### src/rtl/uart_rx_if.sv
// Receive-side signal bundle for uart_rx_top: serial input, line clear, byte and line results.
// The receiver takes the slave modport and the consuming logic takes the master modport.
interface uart_rx_if #(
    parameter int CHAR_NR = 8
);
    logic                 rxd_i;
    logic                 clr_i;
    logic [7:0]           rx_data_o;
    logic                 rx_valid_o;
    logic                 frame_err_o;
    logic                 parity_err_o;
    logic [CHAR_NR*8-1:0] char_array_o;
    logic                 char_array_update_o;
    logic                 busy_o;

    modport slave (
        input  rxd_i, clr_i,
        output rx_data_o, rx_valid_o, frame_err_o, parity_err_o,
               char_array_o, char_array_update_o, busy_o
    );

    modport master (
        output rxd_i, clr_i,
        input  rx_data_o, rx_valid_o, frame_err_o, parity_err_o,
               char_array_o, char_array_update_o, busy_o
    );
endinterface

### src/rtl/uart_rx_top.sv
// UART receiver (8N1, LSB first) that packs received bytes into a CHAR_NR-character line.
// Define UART_RX_PARITY_EN to receive 8E1 frames with even-parity checking.
module uart_rx_top #(
    parameter int CLKS_PER_BIT = 10417,
    parameter int CHAR_NR      = 8
) (
    input logic      clk,
    input logic      rst_n,
    uart_rx_if.slave rx
);
    localparam int CNT_W  = $clog2(CLKS_PER_BIT);
    localparam int IDX_W  = (CHAR_NR > 1) ? $clog2(CHAR_NR) : 1;
    localparam int LINE_W = CHAR_NR * 8;
    localparam logic [CNT_W-1:0] HALF_BIT = CNT_W'(CLKS_PER_BIT / 2);
    localparam logic [CNT_W-1:0] FULL_BIT = CNT_W'(CLKS_PER_BIT - 1);
    localparam logic [IDX_W-1:0] LAST_IDX = IDX_W'(CHAR_NR - 1);

    typedef enum logic [2:0] {
        IDLE,
        START,
        DATA,
        STOP,
        WAIT_IDLE
`ifdef UART_RX_PARITY_EN
        , PARITY
`endif
    } state_t;

    state_t              state_q, state_d;
    logic                sync1_q, sync2_q;
    logic [CNT_W-1:0]    baudCnt_q, baudCnt_d;
    logic [2:0]          bitCnt_q, bitCnt_d;
    logic [7:0]          shift_q, shift_d;
    logic [7:0]          rxData_q, rxData_d;
    logic                rxValid_q, rxValid_d;
    logic                frameErr_q, frameErr_d;
    logic [LINE_W-1:0]   lineBuf_q, lineBuf_d;
    logic [IDX_W-1:0]    wrIdx_q, wrIdx_d;
    logic [LINE_W-1:0]   charArray_q, charArray_d;
    logic                charUpd_q, charUpd_d;
    logic                byteOk;
    logic                rxd;
    logic                tick;
`ifdef UART_RX_PARITY_EN
    logic                parityBad_q, parityBad_d;
    logic                parityErr_q, parityErr_d;
`endif

    assign rxd  = sync2_q;
    assign tick = (baudCnt_q == '0);

    // Receive FSM: IDLE is only entered with the line high, so a low level there is a falling edge.
    always_comb begin
        state_d    = state_q;
        baudCnt_d  = tick ? baudCnt_q : baudCnt_q - CNT_W'(1);
        bitCnt_d   = bitCnt_q;
        shift_d    = shift_q;
        rxData_d   = rxData_q;
        rxValid_d  = 1'b0;
        frameErr_d = 1'b0;
        byteOk     = 1'b0;
`ifdef UART_RX_PARITY_EN
        parityBad_d = parityBad_q;
        parityErr_d = 1'b0;
`endif
        case (state_q)
            IDLE: begin
                bitCnt_d = 3'd0;
                if (!rxd) begin
                    state_d   = START;
                    baudCnt_d = HALF_BIT;
                end
            end
            START: begin
                if (tick) begin
                    baudCnt_d = FULL_BIT;
                    state_d   = rxd ? IDLE : DATA;
                end
            end
            DATA: begin
                if (tick) begin
                    shift_d   = {rxd, shift_q[7:1]};
                    baudCnt_d = FULL_BIT;
                    bitCnt_d  = bitCnt_q + 3'd1;
                    if (bitCnt_q == 3'd7) begin
`ifdef UART_RX_PARITY_EN
                        state_d = PARITY;
`else
                        state_d = STOP;
`endif
                    end
                end
            end
`ifdef UART_RX_PARITY_EN
            PARITY: begin
                if (tick) begin
                    parityBad_d = ^{shift_q, rxd};
                    baudCnt_d   = FULL_BIT;
                    state_d     = STOP;
                end
            end
`endif
            STOP: begin
                if (tick) begin
                    state_d = IDLE;
                    if (!rxd) begin
                        frameErr_d = 1'b1;
                        state_d    = WAIT_IDLE;
`ifdef UART_RX_PARITY_EN
                    end else if (parityBad_q) begin
                        parityErr_d = 1'b1;
`endif
                    end else begin
                        byteOk    = 1'b1;
                        rxValid_d = 1'b1;
                        rxData_d  = shift_q;
                    end
                end
            end
            WAIT_IDLE: begin
                if (rxd) state_d = IDLE;
            end
            default: state_d = IDLE;
        endcase
    end

    // Line packing: CR terminates without being stored; a full line publishes on its last slot.
    always_comb begin
        lineBuf_d   = lineBuf_q;
        wrIdx_d     = wrIdx_q;
        charArray_d = charArray_q;
        charUpd_d   = 1'b0;
        if (rx.clr_i) begin
            lineBuf_d = '0;
            wrIdx_d   = '0;
        end else if (byteOk) begin
            if (shift_q == 8'h0D) begin
                charArray_d = lineBuf_q;
                charUpd_d   = 1'b1;
                lineBuf_d   = '0;
                wrIdx_d     = '0;
            end else begin
                lineBuf_d[{wrIdx_q, 3'b000} +: 8] = shift_q;
                if (wrIdx_q == LAST_IDX) begin
                    charArray_d = lineBuf_d;
                    charUpd_d   = 1'b1;
                    lineBuf_d   = '0;
                    wrIdx_d     = '0;
                end else begin
                    wrIdx_d = wrIdx_q + IDX_W'(1);
                end
            end
        end
    end

    always_ff @(posedge clk or negedge rst_n) begin
        if (!rst_n) begin
            sync1_q     <= 1'b1;
            sync2_q     <= 1'b1;
            state_q     <= IDLE;
            baudCnt_q   <= '0;
            bitCnt_q    <= 3'd0;
            shift_q     <= 8'h00;
            rxData_q    <= 8'h00;
            rxValid_q   <= 1'b0;
            frameErr_q  <= 1'b0;
            lineBuf_q   <= '0;
            wrIdx_q     <= '0;
            charArray_q <= '0;
            charUpd_q   <= 1'b0;
`ifdef UART_RX_PARITY_EN
            parityBad_q <= 1'b0;
            parityErr_q <= 1'b0;
`endif
        end else begin
            sync1_q     <= rx.rxd_i;
            sync2_q     <= sync1_q;
            state_q     <= state_d;
            baudCnt_q   <= baudCnt_d;
            bitCnt_q    <= bitCnt_d;
            shift_q     <= shift_d;
            rxData_q    <= rxData_d;
            rxValid_q   <= rxValid_d;
            frameErr_q  <= frameErr_d;
            lineBuf_q   <= lineBuf_d;
            wrIdx_q     <= wrIdx_d;
            charArray_q <= charArray_d;
            charUpd_q   <= charUpd_d;
`ifdef UART_RX_PARITY_EN
            parityBad_q <= parityBad_d;
            parityErr_q <= parityErr_d;
`endif
        end
    end

    assign rx.rx_data_o           = rxData_q;
    assign rx.rx_valid_o          = rxValid_q;
    assign rx.frame_err_o         = frameErr_q;
    assign rx.char_array_o        = charArray_q;
    assign rx.char_array_update_o = charUpd_q;
    assign rx.busy_o              = (state_q != IDLE);
`ifdef UART_RX_PARITY_EN
    assign rx.parity_err_o        = parityErr_q;
`else
    assign rx.parity_err_o        = 1'b0;
`endif
endmodule

### src/flat_wrapper.sv
// flat-port wrapper written by rule: the top's interface ports become plain ports
module uart_rx_top_flat 
#(
    parameter int CLKS_PER_BIT = 10417,
    parameter int CHAR_NR      = 8
)
  (clk, rst_n, rx_rxd_i, rx_clr_i, rx_rx_data_o, rx_rx_valid_o, rx_frame_err_o, rx_parity_err_o, rx_char_array_o, rx_char_array_update_o, rx_busy_o);
  uart_rx_if #(.CHAR_NR(CHAR_NR)) rx_i ();
  input logic clk;
  input logic rst_n;
  input wire logic [$bits(rx_i.rxd_i)-1:0] rx_rxd_i;
  input wire logic [$bits(rx_i.clr_i)-1:0] rx_clr_i;
  output wire logic [$bits(rx_i.rx_data_o)-1:0] rx_rx_data_o;
  output wire logic [$bits(rx_i.rx_valid_o)-1:0] rx_rx_valid_o;
  output wire logic [$bits(rx_i.frame_err_o)-1:0] rx_frame_err_o;
  output wire logic [$bits(rx_i.parity_err_o)-1:0] rx_parity_err_o;
  output wire logic [$bits(rx_i.char_array_o)-1:0] rx_char_array_o;
  output wire logic [$bits(rx_i.char_array_update_o)-1:0] rx_char_array_update_o;
  output wire logic [$bits(rx_i.busy_o)-1:0] rx_busy_o;
  assign rx_i.rxd_i = rx_rxd_i;
  assign rx_i.clr_i = rx_clr_i;
  assign rx_rx_data_o = rx_i.rx_data_o;
  assign rx_rx_valid_o = rx_i.rx_valid_o;
  assign rx_frame_err_o = rx_i.frame_err_o;
  assign rx_parity_err_o = rx_i.parity_err_o;
  assign rx_char_array_o = rx_i.char_array_o;
  assign rx_char_array_update_o = rx_i.char_array_update_o;
  assign rx_busy_o = rx_i.busy_o;
  uart_rx_top #(.CLKS_PER_BIT(CLKS_PER_BIT), .CHAR_NR(CHAR_NR)) u_core (.clk(clk), .rst_n(rst_n), .rx(rx_i));
endmodule
### config.mk
export PLATFORM = sky130hd
export DESIGN_NAME = uart_rx_top_flat
export DESIGN_NICKNAME = d
export VERILOG_FILES = /design/src/rtl/uart_rx_if.sv /design/src/rtl/uart_rx_top.sv /design/src/flat_wrapper.sv
export SDC_FILE = /design/constraint.sdc
export NUM_CORES = 1
export LEC_CHECK = 0
export BUFFER_PORTS_ARGS = -buffer_cell sky130_fd_sc_hd__buf_2
export CAP_MARGIN = 25
export CORE_MARGIN = 2
export CORE_UTILIZATION = 45
export CTS_CLUSTER_DIAMETER = 60
export DETAILED_ROUTE_END_ITERATION = 6
export GPL_TIMING_DRIVEN = 1
export PLACE_DENSITY = 0.74
export SYNTH_ARGS = -nofsm -noshare
export SYNTH_HDL_FRONTEND = slang
export SYNTH_SLANG_ARGS = --single-unit
### constraint.sdc
create_clock -name clk -period 4.7 [get_ports clk]
set_input_delay 0.94 -clock clk [delete_from_list [all_inputs] [get_ports clk]]
set_output_delay 0.94 -clock clk [all_outputs]
set_load 0.01 [all_outputs]
# --- Word-level counts from Yosys, hierarchy flattened ---
# Cells that the tools add are included.
totals:
  out_inout_bits: 77
  register_bits: 172
op_classes:
  n_mux: 36
  eq_ne: 13
  n_bitwise: 1
  n_shift: 2
  n_reduce_logical: 12
  n_addsub: 4
ops:
  columns: ["operator", "n"]
  rows:
  - ["2-to-1 mux 64 bit", 6]
  - ["bitwise mux 64 bit", 1]
  - ["variable shift 8 x 8 -> 64 bit (first input constant)", 1]
  - ["indexed part select 8 x 8 -> 64 bit", 1]
  - ["2-to-1 mux 14 bit", 3]
  - ["2-to-1 mux 3 bit", 12]
  - ["one-hot mux 14 bit (2 select lines)", 1]
  - ["one-hot mux 3 bit (5 select lines)", 1]
  - ["logical NOT 14 bit", 1]
  - ["subtractor 14 x 1 -> 14 bit (second input constant)", 1]
  - ["2-to-1 mux 1 bit", 10]
  - ["!= test 2 x 1 -> 1 bit (second input constant)", 5]
  - ["== test 3 bit (second input constant)", 3]
  - ["== test 8 x 4 -> 1 bit (second input constant)", 1]
  - ["negator 6 -> 8 bit", 1]
  - ["adder 3 x 1 -> 3 bit (second input constant)", 2]
  - ["== test 3 x 2 -> 1 bit (second input constant)", 2]
  - ["one-hot mux 3 bit (2 select lines)", 1]
  - ["AND reduction 3 bit", 2]
  - ["AND reduction 6 bit", 1]
  - ["nonzero test 2 bit", 3]
  - ["AND reduction 2 bit", 2]
  - ["== test 3 x 1 -> 1 bit (second input constant)", 1]
  - ["logical NOT 3 bit", 1]
  - ["5 further kinds", 5]

# --- Depth between registers and ports, before layout ---
# Gate-level depths: netlist of run 1.
logic_depth:
  word_depth: 7
  mapped_depth: 11
  ltp_nobuf: 8

# --- Worst setup path before layout of run 1 ---
# OpenSTA, ideal clock, no wires.
synth_path:
  path_type: "register to register"
  startpoint: "register u_core.wrIdx_q[0]"
  endpoint: "register u_core.lineBuf_q[39]"
  t_arrival_ns: 2.766
  setup_time_ns: 0.152
  stages_incl_launch_ff: 10
  n_path_buf: 2
  required_ns: 4.548
  path_slack_ns: 1.781
  path_cell_list: "dfrtp_1 clkbuf_1 inv_1 ha_1 ha_1 clkbuf_1 nor4b_1 o21ai_1 a211oi_1 o22ai_1"
synth_via:
  elab_chain_cells: 7
  word_cells_on_any_way: 9
synth_rtl:
  columns: ["element", "line_no", "source"]
  rows:
  - ["start, declared", "uart_rx_top.sv:38", "logic [IDX_W-1:0] wrIdx_q, wrIdx_d;"]
  - ["start signal, assigned", "uart_rx_top.sv:186", "wrIdx_q <= wrIdx_d;"]
  - ["negator 6 -> 8 bit", "uart_rx_top.sv:143", "lineBuf_d[{wrIdx_q, 3'b000} +: 8] = shift_q;"]
  - ["indexed part select 8 x 8 -> 64 bit or variable shift 8 x 8 -> 64 bit (tied branches)", "uart_rx_top.sv:143", null]
  - ["bitwise mux 64 bit", "uart_rx_top.sv:143", null]
  - ["2-to-1 mux 64 bit *", "uart_rx_top.sv:144", "if (wrIdx_q == LAST_IDX) begin"]
  - ["2-to-1 mux 64 bit *", "uart_rx_top.sv:137", "if (shift_q == 8'h0D) begin"]
  - ["2-to-1 mux 64 bit *", "uart_rx_top.sv:136", "end else if (byteOk) begin"]
  - ["2-to-1 mux 64 bit *", "uart_rx_top.sv:133", "if (rx.clr_i) begin"]
  - ["end signal, assigned", "uart_rx_top.sv:185", "lineBuf_q <= lineBuf_d;"]
  - ["end, declared", "uart_rx_top.sv:37", "logic [LINE_W-1:0] lineBuf_q, lineBuf_d;"]
# Mark *: on every way between the ends. The rest lies on a longest branch, timed or not. The select of a mux whose other input is x is not followed.
# A chain may end at the register's enable or synchronous reset.

# --- Worst setup path after layout of run 1 ---
layout_path:
  startpoint: "register u_core.wrIdx_q[0]"
  endpoint: "register u_core.lineBuf_q[34]"
# Same word-level chain as after synthesis.

==> flow_summary.yaml, run 1 <==
status:
  status: "finished, final reports clean"
power_and_ir_drop:
  p_sw_uw: 681
  irDropWorstVdd_mv: 0.240
  clkPwrFrac_pct: 49.0
  leakage_nw: 4.35
  p_per_area_nw_per_um2: 321
  p_int_mw: 2.34
  power_switching_share_pct: 22.6
  power.share.sequential_pct: 49.2
  pwr-share-comb_pct: 1.9
synthesis:
  synth_top_area_share_pct: 51.5
  syn_inst: 747
  post_synth_and_or_nand_nor_area_fraction_pct: 11.2
  synth_xor_xnor_area_share_pct: 0.318
  synth_most_common_cell: "dfrtp_1"
  synth_compound_area_share_pct: 22.1
  synth_top_cells_by_area: "dfrtp_1, mux2_2, a41oi_1"
  synth_cell_type_count: 70
  ys_seq_area_share_pct: 52.2
  yosys_register_bits: 172
  avgSynthCellArea_um2: 11.1
  ys_warn_count: 0
  synth_area_um2: 8260
  synthMuxAreaShare_pct: 7.76
  synth_top_family_by_area: "compound AO/OA/AOI/OAI gates"
  synth_nets: 763
  synth_common_cells: "dfrtp_1, o21ai_0, nand2_1, clkbuf_1, nand3_1"
  synth_top_area_cell: "dfrtp_1"
  synth_fa_ha_area_share_pct: 1.82
  async_reset_ff_share_pct: 100
  synth_edf_count: 0
  synth_ff_type: "dfrtp_1"
global_routing:
  grt_antenna_before_repair: 0
  grt_usage_pct: 23.1
  grt_max_degree: 113
  grt_pass1_vias: 6457
  use_met3_pct: 5.20
  grt_util_met2_pct: 34.3
  gr-total-overflow: 0
  use_met1_pct: 33.5
  grt_pass1_wl_um: 35900
  gr-max-usage-layer: "met2"
job:
  drv_cap: 0
worst_setup_path:
  critPathBufInv: 1
  r2r_slack_ns: 1.43
  startpoint: "u_core.wrIdx_q[0]$_DFFE_PN0P_"
  cp-start-kind: "flip-flop"
  cp_common_cell: "ha_1"
  r2r-end: "u_core.lineBuf_q[34]$_DFFE_PN0P_"
  critPathArrivalTime_ns: 3.53
  r2r_start: "u_core.wrIdx_q[0]$_DFFE_PN0P_"
  required_ns: 4.96
  crit_type: "reg2reg"
  cp_slowest_cell: "a211oi_1"
  cp.depth: 7
  slowest_delay_ns: 0.90
  cp_top_family: "compound AO/OA/AOI/OAI gates"
  endpoint: "u_core.lineBuf_q[34]$_DFFE_PN0P_"
  reg2reg_depth: 7
  crit_chain: "inv_1 > ha_1 > ha_1 > nor4b_1 > o21ai_1 > a211oi_1 > o22ai_1"
  cp_max_fo: 15
  end_kind: "flip-flop"
clocking:
  cts-resized-gates: 0
  cts_root_buf: "clkbuf_16"
  cts_hold_buffers: 0
  htreeDepth: 4
  clk_pin_slew_ns: 0.07
  post_cts_buffers: 0
  clock_latency_ns: 0.44
  cts_inserted_buffers: 17
  cts_tree: "yes"
  cts_num_sinks: 172
  clock_tree.buffer_depth: 2
sta:
  period_share_pct: 69.5
  hold_viol_final: 0
  whs_ns: 0.306
  finalSetupViolCount: 0
  fmax_mhz: 306
  grt_setup_unrepaired: "no"
  maxSlewHeadroom_pct: 32.6
  maxSlewViolCount: 0
  tns_ns: 0
  fin_crit_ns: 3.27
  worst_slew_pin_slew_ns: 1.00
  skew_ns: 0.00987
routing:
  drt-wirelength-per-cell_um: 21.3
  ant_nets: 0
  first_pass_iters: 6
  via_per_inst: 6.44
  num_vias: 6693
  wirelength_um: 22200
  drtIter0Drc: 651
  route.detailed.drc: 0
placement:
  place_congestion: 0.862
  portBuffers: 79
  dpl.hpwl_um: 14300
die:
  core_um2: 18000
  rows: 49
  initial_core_util_pct: 46.0
  die_x_um: 139
  ios: 81
  die_h_um: 139
  dieArea_um2: 19500
hold_path:
  worstHoldPathType: "in2async"
cells_and_area:
  drive_gt1_share_pct: 21.7
  antenna_cells: 0
  nets: 814
  syn_to_final_growth_pct: 13.9
-- power groups by stage --
stage	Sequential, mW	Combinational (mW)	Clock, mW
finish	1.48	0.0563	1.48
floorplan	1.51	0.0168	0
CTS	1.48	0.0552	1.48
global placement	1.51	0.0550	0
detailed placement	1.51	0.0554	0
global route	1.48	0.0643	1.55
-- placed cells by master (no fill, tap or decap), drive strengths merged, types with 10 or more instances in the layout --
cell,Yosys,final
dfrtp,170,170
and2,11,11
nand2,48,48
clkbuf,42,17
a31oi,36,36
o22ai,16,16
inv,19,24
nand3,37,37
mux2,48,48
buf,20,94
a21oi,12,12
o2bb2ai,30,30
a41oi,32,32
nor2,16,16
ha,12,12
a22o,20,20
a32o,18,18
mux2i,10,10
o21ai,54,54
-- stage by stage --
step | instance area [um^2] | cells | worst slack (ns) | util [%] | power, mW
after detailed placement | 8770 | 1007 | 1.55 | 48.8 | 1.57
final | 9410 | 1040 | 1.43 | 52.4 | 3.02
after global placement | 8770 | 1007 | 1.65 | 48.8 | 1.57
after floorplan | 8260 | 747 | 1.78 | - | 1.53
after CTS | 9380 | 1039 | 1.53 | 52.2 | 3.02
after global routing | 9410 | 1040 | 1.17 | 52.4 | 3.10
-- worst register-to-register path, delay by kind of cell (launching register included) --
family | cells | cell delay (ns)
AND/OR/NAND/NOR | 1 | 0.29
AO/OA/AOI/OAI | 3 | 1.35
buffers and inverters | 1 | 0.17
flip-flops | 1 | 0.60
adder cells (fa/ha/maj) | 2 | 0.67
-- per-layer routing --
metal | wire, um | vias up
li1 | - | 2987
met1 | 9840 | 3343
met2 | 9990 | 311
met3 | 1740 | 52
met4 | 585 | 0
met5 | 0 | -
-- state kept, by name (all words and copies together) (netlist names) --
| name | cells |
|---|---|
| u_core.bitCnt_q | 3 |
| u_core.rx.frame_err_o | 1 |
| u_core.rx.rx_valid_o | 1 |
| u_core.lineBuf_q | 64 |
| u_core.sync1_q | 1 |
| u_core.wrIdx_q | 3 |
| u_core.shift_q | 8 |
| u_core.rx.char_array_update_o | 1 |
| u_core.state_q | 3 |
| u_core.baudCnt_q | 14 |
| u_core.rx.char_array_o | 64 |
| u_core.rx.rx_data_o | 8 |
| u_core.rxd | 1 |
-- cell type report --
cell class | count | area (um^2)
Timing Repair Buffer | 94 | 547
Tap cell | 229 | 287
Clock inverter | 15 | 186
Clock buffer | 17 | 425
Fill cell | 1578 | 8560
Inverter | 20 | 75.1
Multi-Input combinational cell | 493 | 3580
Sequential cell | 172 | 4310
-- cell families after synthesis --
family	count (synthesis)
AOI/OAI and AO/OA	249
adders and majority gates	12
buffers and inverters	82
DFF	172
xor gates and xnor gates	3
muxes	58
other	1
and+or+nand+nor	170
-- worst min-delay path by stage --
stage / from / endpoint / slack (ns) / cells past startpoint
floorplan: u_core.sync1_q$_DFF_PN1_ / u_core.rxd$_DFF_PN1_ / 0.35 / 0
global placement: u_core.sync1_q$_DFF_PN1_ / u_core.rxd$_DFF_PN1_ / 0.35 / 0
detailed placement: u_core.sync1_q$_DFF_PN1_ / u_core.rxd$_DFF_PN1_ / 0.35 / 0
CTS: u_core.sync1_q$_DFF_PN1_ / u_core.rxd$_DFF_PN1_ / 0.36 / 0
global route: rst_n / u_core.rx.char_array_o[9]$_DFFE_PN0P_ / 0.31 / 1
finish: rst_n / u_core.rx.char_array_o[9]$_DFFE_PN0P_ / 0.31 / 1
Note: power is estimated with default switching activity, not from simulation.
==> run 2: changes to the inputs <==
- PLACE_DENSITY: 0.74 -> 0.77
- clock period: 4.7 -> 3 ns (I/O delays scaled with it)
==> run 2 against run 1 <==
Against the previous run: sequential cell count did not move; register-to-register slack got worse by 1.2 ns; utilization rose by 0.87 points; die area did not move; power rose by 46%; clock power rose by 35%; cell count rose by 2.6%; worst hold slack got worse by 0.17 ns; worst setup slack got worse by 1.2 ns; clock skew rose by 0.0024 ns; first-iteration DRC count fell by 18%; clock-buffer cell count rose by 6; critical path type unchanged; largest power group unchanged.
==> flow_summary.yaml, run 2 (synthesis results as in run 1) <==
worst_setup_path:
  crit_type: "reg2reg"
  cp_slowest_cell: "dfrtp_1"
  critPathArrivalTime_ns: 3.12
  cp_max_fo: 12
  slowest_delay_ns: 0.54
  cp-start-kind: "flip-flop"
  crit_chain: "inv_1 > ha_1 > ha_1 > nor3b_1 > o211ai_2 > mux2_2 > mux2_2"
  end_kind: "flip-flop"
  required_ns: 3.33
clocking:
  cts_tree: "yes"
  post_cts_buffers: 0
  cts_root_buf: "clkbuf_16"
  cts_hold_buffers: 0
  cts_inserted_buffers: 17
  clock_tree.buffer_depth: 2
  cts-resized-gates: 0
  clock_latency_ns: 0.44
  cts_num_sinks: 172
  htreeDepth: 4
  clk_pin_slew_ns: 0.07
cells_and_area:
  multiInputGateArea_um2: 3580
  syn_to_final_growth_pct: 15.8
  drive_gt1_share_pct: 23.9
  nets: 843
  final-seq-area_um2: 4310
  final_util_pct: 53.2
  final_common_cell: "dfrtp_1"
  antenna_cells: 0
  fillCellCount: 1578
  layout_common_cells: "dfrtp_1, buf_2, o21ai_0, nand2_1, buf_4"
power_and_ir_drop:
  leakage_nw: 4.46
  irDropWorstVdd_mv: 0.428
  p_per_area_nw_per_um2: 461
routing:
  first_pass_iters: 5
  ant_nets: 0
  via_per_inst: 6.30
  drtIter0Drc: 534
  num_vias: 6717
  wirelength_um: 22400
  route.detailed.drc: 0
  drt-wirelength-per-cell_um: 21.0
sta:
  finalSetupViolCount: 0
  maxSlewHeadroom_pct: 49.2
  tns_ns: 0
  whs_ns: 0.134
  worst_slew_pin_slew_ns: 0.758
  period_share_pct: 93.0
  grt_setup_unrepaired: "no"
  fin_crit_ns: 2.79
  hold_viol_final: 0
  skew_ns: 0.0122
  fmax_mhz: 358
  maxSlewViolCount: 0
global_routing:
  grt_max_degree: 60
  grt_usage_pct: 23.7
  grt_pass1_wl_um: 36400
  grt_antenna_before_repair: 0
  gr-total-overflow: 0
  grt_pass1_vias: 6517
die:
  rows: 49
  dieArea_um2: 19500
  core_um2: 18000
  ios: 81
  initial_core_util_pct: 46.0
  die_x_um: 139
  die_h_um: 139
hold_path:
  worstHoldPathType: "in2async"
placement:
  portBuffers: 79
  dpl.hpwl_um: 15100
  place_congestion: 0.898
job:
  drv_cap: 0
status:
  status: "finished, final reports clean"
## run 2: power by group
part / internal (mW) / switching, mW
clock network: 1.11 / 0.891
registers: 2.32 / 0.00196
logic: 0.0150 / 0.0734
total: 3.44 / 0.967
## run 2: path summary, 6_finish.rpt
path | start | end | slack, ns | cells past startpoint
worst min-delay path | rst_n | u_core.baudCnt_q[8]$_DFF_PN0_ | 0.13 | 1
max in group asynchronous | rst_n | u_core.rx.char_array_o[20]$_DFFE_PN0P_ | 2.13 | 2
worst max-delay path | u_core.wrIdx_q[1]$_DFFE_PN0P_ | u_core.rx.char_array_o[2]$_DFFE_PN0P_ | 0.21 | 7
worst min register to register | u_core.sync1_q$_DFF_PN1_ | u_core.rxd$_DFF_PN1_ | 0.36 | 0
worst max register to register | u_core.wrIdx_q[1]$_DFFE_PN0P_ | u_core.rx.char_array_o[2]$_DFFE_PN0P_ | 0.21 | 7
min in group clk | rx_rxd_i | u_core.sync1_q$_DFF_PN1_ | 0.26 | 1
## run 2: per-stage QoR
step	setup slack, ns	power [mW]	area (um^2)	instances
after detailed placement	0.300	2.46	9040	1037
after global placement	0.394	2.46	9040	1037
after global routing	0.0818	4.53	9560	1067
after CTS	0.286	4.43	9560	1067
after floorplan	0.0815	2.39	8260	747
final	0.209	4.41	9560	1067
## run 2: per-layer routing
metal,up-vias,part of all wire [%],track usage (%),wire (um)
met5,-,0,0,0
met4,0,2.2,8.93,500
met3,40,7.6,5.47,1710
met2,295,46,35.6,10400
met1,3346,44,33.7,9810
li1,3036,-,-,-
## run 2: final cells by class
class	instances	share of cell area [%]
well taps	229	3.00
clock inverters	7	0.445
flip-flops and latches	172	45.0
clock buffers	23	5.00
multi-input cells	493	37.4
repair buffers	123	8.31
inverters	20	0.785
## run 2: worst max-delay path, delay by kind of cell (launching register included)
kind / cells / cell delay, ns
AOI/OAI and AO/OA: 1 / 0.31
muxes: 2 / 0.62
buffers and inverters: 1 / 0.14
and+or+nand+nor: 1 / 0.42
DFF: 1 / 0.54
adders and majority gates: 2 / 0.63
==> run 3: changes to the inputs <==
- PLACE_DENSITY: 0.77 -> 0.74
- clock period: 3 -> 3.4 ns (I/O delays scaled with it)
==> run 3 against run 2 <==
Against the previous run: worst setup slack gained 0.23 ns; clock skew down 0.0026 ns; sequential share of layout area is 0.40 points higher; non-clock buffer count shrank 18; maximum frequency shrank 5.7%; power is 8.0% lower; sequential cell count did not move; first-iteration DRC count grew 31%; utilization down 0.47 points; routed wire length decreased by 1.1%; highest routed layer unchanged.
==> flow_summary.yaml, run 3 (synthesis results as in run 1) <==
power_and_ir_drop:
  p_per_area_nw_per_um2: 428
  pwr-share-comb_pct: 1.9
  p_sw_uw: 893
  leakage_nw: 4.41
  power.share.sequential_pct: 50.5
  irDropWorstVdd_mv: 0.330
  clkPwrFrac_pct: 47.5
  p_int_mw: 3.16
  power_switching_share_pct: 22.0
  p_total_mw: 4.06
worst_setup_path:
  cp_max_fo: 15
  cp-start-kind: "flip-flop"
  reg2reg_depth: 7
  r2r-end: "u_core.lineBuf_q[1]$_DFFE_PN0P_"
  crit_type: "reg2reg"
  cp_slowest_cell: "dfrtp_1"
  cp_common_cell: "ha_1"
  crit_chain: "inv_1 > ha_1 > ha_1 > nor3b_1 > and2_1 > nand3_1 > o22ai_1"
  slowest_delay_ns: 0.60
  critPathArrivalTime_ns: 3.30
  r2r_start: "u_core.wrIdx_q[0]$_DFFE_PN0P_"
  required_ns: 3.74
  end_kind: "flip-flop"
  r2r_slack_ns: 0.44
die:
  die_h_um: 139
  die_x_um: 139
  core_um2: 18000
  dieArea_um2: 19500
  initial_core_util_pct: 46.0
  rows: 49
  ios: 81
clocking:
  post_cts_buffers: 0
  clk_pin_slew_ns: 0.07
  htreeDepth: 4
  clock_latency_ns: 0.43
  cts_inserted_buffers: 17
  cts-resized-gates: 0
  cts_root_buf: "clkbuf_16"
  cts_hold_buffers: 0
  clock_tree.buffer_depth: 2
  cts_num_sinks: 172
  cts_tree: "yes"
sta:
  maxSlewHeadroom_pct: 40.0
  grt_setup_unrepaired: "no"
  worst_slew_pin_slew_ns: 0.897
  tns_ns: 0
  period_share_pct: 87.0
  whs_ns: 0.262
  skew_ns: 0.00962
  finalSetupViolCount: 0
  hold_viol_final: 0
  fin_crit_ns: 2.96
  fmax_mhz: 338
  maxSlewViolCount: 0
placement:
  dpl_cell_area_um2: 8900
  portBuffers: 79
  dpl.hpwl_um: 14700
  place_congestion: 0.869
cells_and_area:
  fin_area_um2: 9480
  final_common_cell: "dfrtp_1"
  drive_gt1_share_pct: 22.7
  final_util_pct: 52.8
  nets: 825
  syn_to_final_growth_pct: 14.8
  antenna_cells: 0
  layout_common_cells: "dfrtp_1, buf_2, o21ai_0, nand2_1, nand3_1"
global_routing:
  grt_usage_pct: 23.3
  grt_pass1_vias: 6530
  grt_antenna_before_repair: 0
  gr-total-overflow: 0
  grt_max_degree: 72
  grt_pass1_wl_um: 36000
status:
  status: "finished, final reports clean"
routing:
  wirelength_um: 22200
  route.detailed.drc: 0
  first_pass_iters: 6
  drtIter0Drc: 702
  num_vias: 6693
  ant_nets: 0
  drt-wirelength-per-cell_um: 21.1
  via_per_inst: 6.37
job:
  drv_cap: 0
hold_path:
  worstHoldPathType: "in2async"
## run 3: changes by cell type in the layout (fill, tap and decap cells not counted), sizes merged
| cell | delta |
|---|---|
| buf | -18 |
| inv | +3 |
| bufinv | +2 |
| clkbuf | -5 |
| clkinv | +3 |
| clkinvlp | -1 |
## run 3: stage by stage
step,instances,worst slack [ns]
global route,1051,0.186
global placement,1019,0.626
finish,1051,0.441
floorplan,747,0.481
CTS,1051,0.470
detailed placement,1019,0.508
## run 3: layout make-up
class,instances,area (um^2)
Fill cell,1536,8480
Sequential cell,172,4310
Multi-Input combinational cell,493,3580
Timing Repair Buffer,105,647
Clock buffer,18,439
Tap cell,229,287
Clock inverter,14,144
Inverter,20,75.1
## run 3: worst max-delay path by stage
stage	to	from	slack (ns)	cells past startpoint
finish	u_core.lineBuf_q[1]$_DFFE_PN0P_	u_core.wrIdx_q[0]$_DFFE_PN0P_	0.44	7
global route	u_core.lineBuf_q[2]$_DFFE_PN0P_	u_core.wrIdx_q[0]$_DFFE_PN0P_	0.19	7
CTS	u_core.rx.char_array_o[3]$_DFFE_PN0P_	u_core.wrIdx_q[0]$_DFFE_PN0P_	0.47	7
detailed placement	u_core.rx.char_array_o[3]$_DFFE_PN0P_	u_core.wrIdx_q[0]$_DFFE_PN0P_	0.51	7
global placement	u_core.rx.char_array_o[3]$_DFFE_PN0P_	u_core.wrIdx_q[0]$_DFFE_PN0P_	0.63	7
floorplan	u_core.lineBuf_q[39]$_DFFE_PN0P_	u_core.wrIdx_q[0]$_DFFE_PN0P_	0.48	9
## run 3: power groups by stage
stage          sequential [mW]  clock, mW  combinational [mW]
6_report                  2.05       1.93              0.0780
5_1_grt                   2.05       2.04              0.0892
4_1_cts                   2.05       1.95              0.0808
3_5_place_dp              2.09          0              0.0807
3_3_place_gp              2.09          0              0.0801
2_1_floorplan             2.09          0              0.0233
## run 3: per-layer routing
| layer | vias up | wire (um) | track usage [%] |
|---|---|---|---|
| li1 | 3015 | - | - |
| met1 | 3328 | 9880 | 33.1 |
| met2 | 312 | 10200 | 36.0 |
| met3 | 38 | 1540 | 3.99 |
| met4 | 0 | 483 | 8.61 |
| met5 | - | 0 | 0 |
## run 3: worst max-delay path, delay by kind of cell, from the launching register on
family          cells  cell delay (ns)
fa+ha+maj           2             0.67
buf+inv             1             0.17
simple gates        3             1.13
compound gates      1             0.30
flops               1             0.60
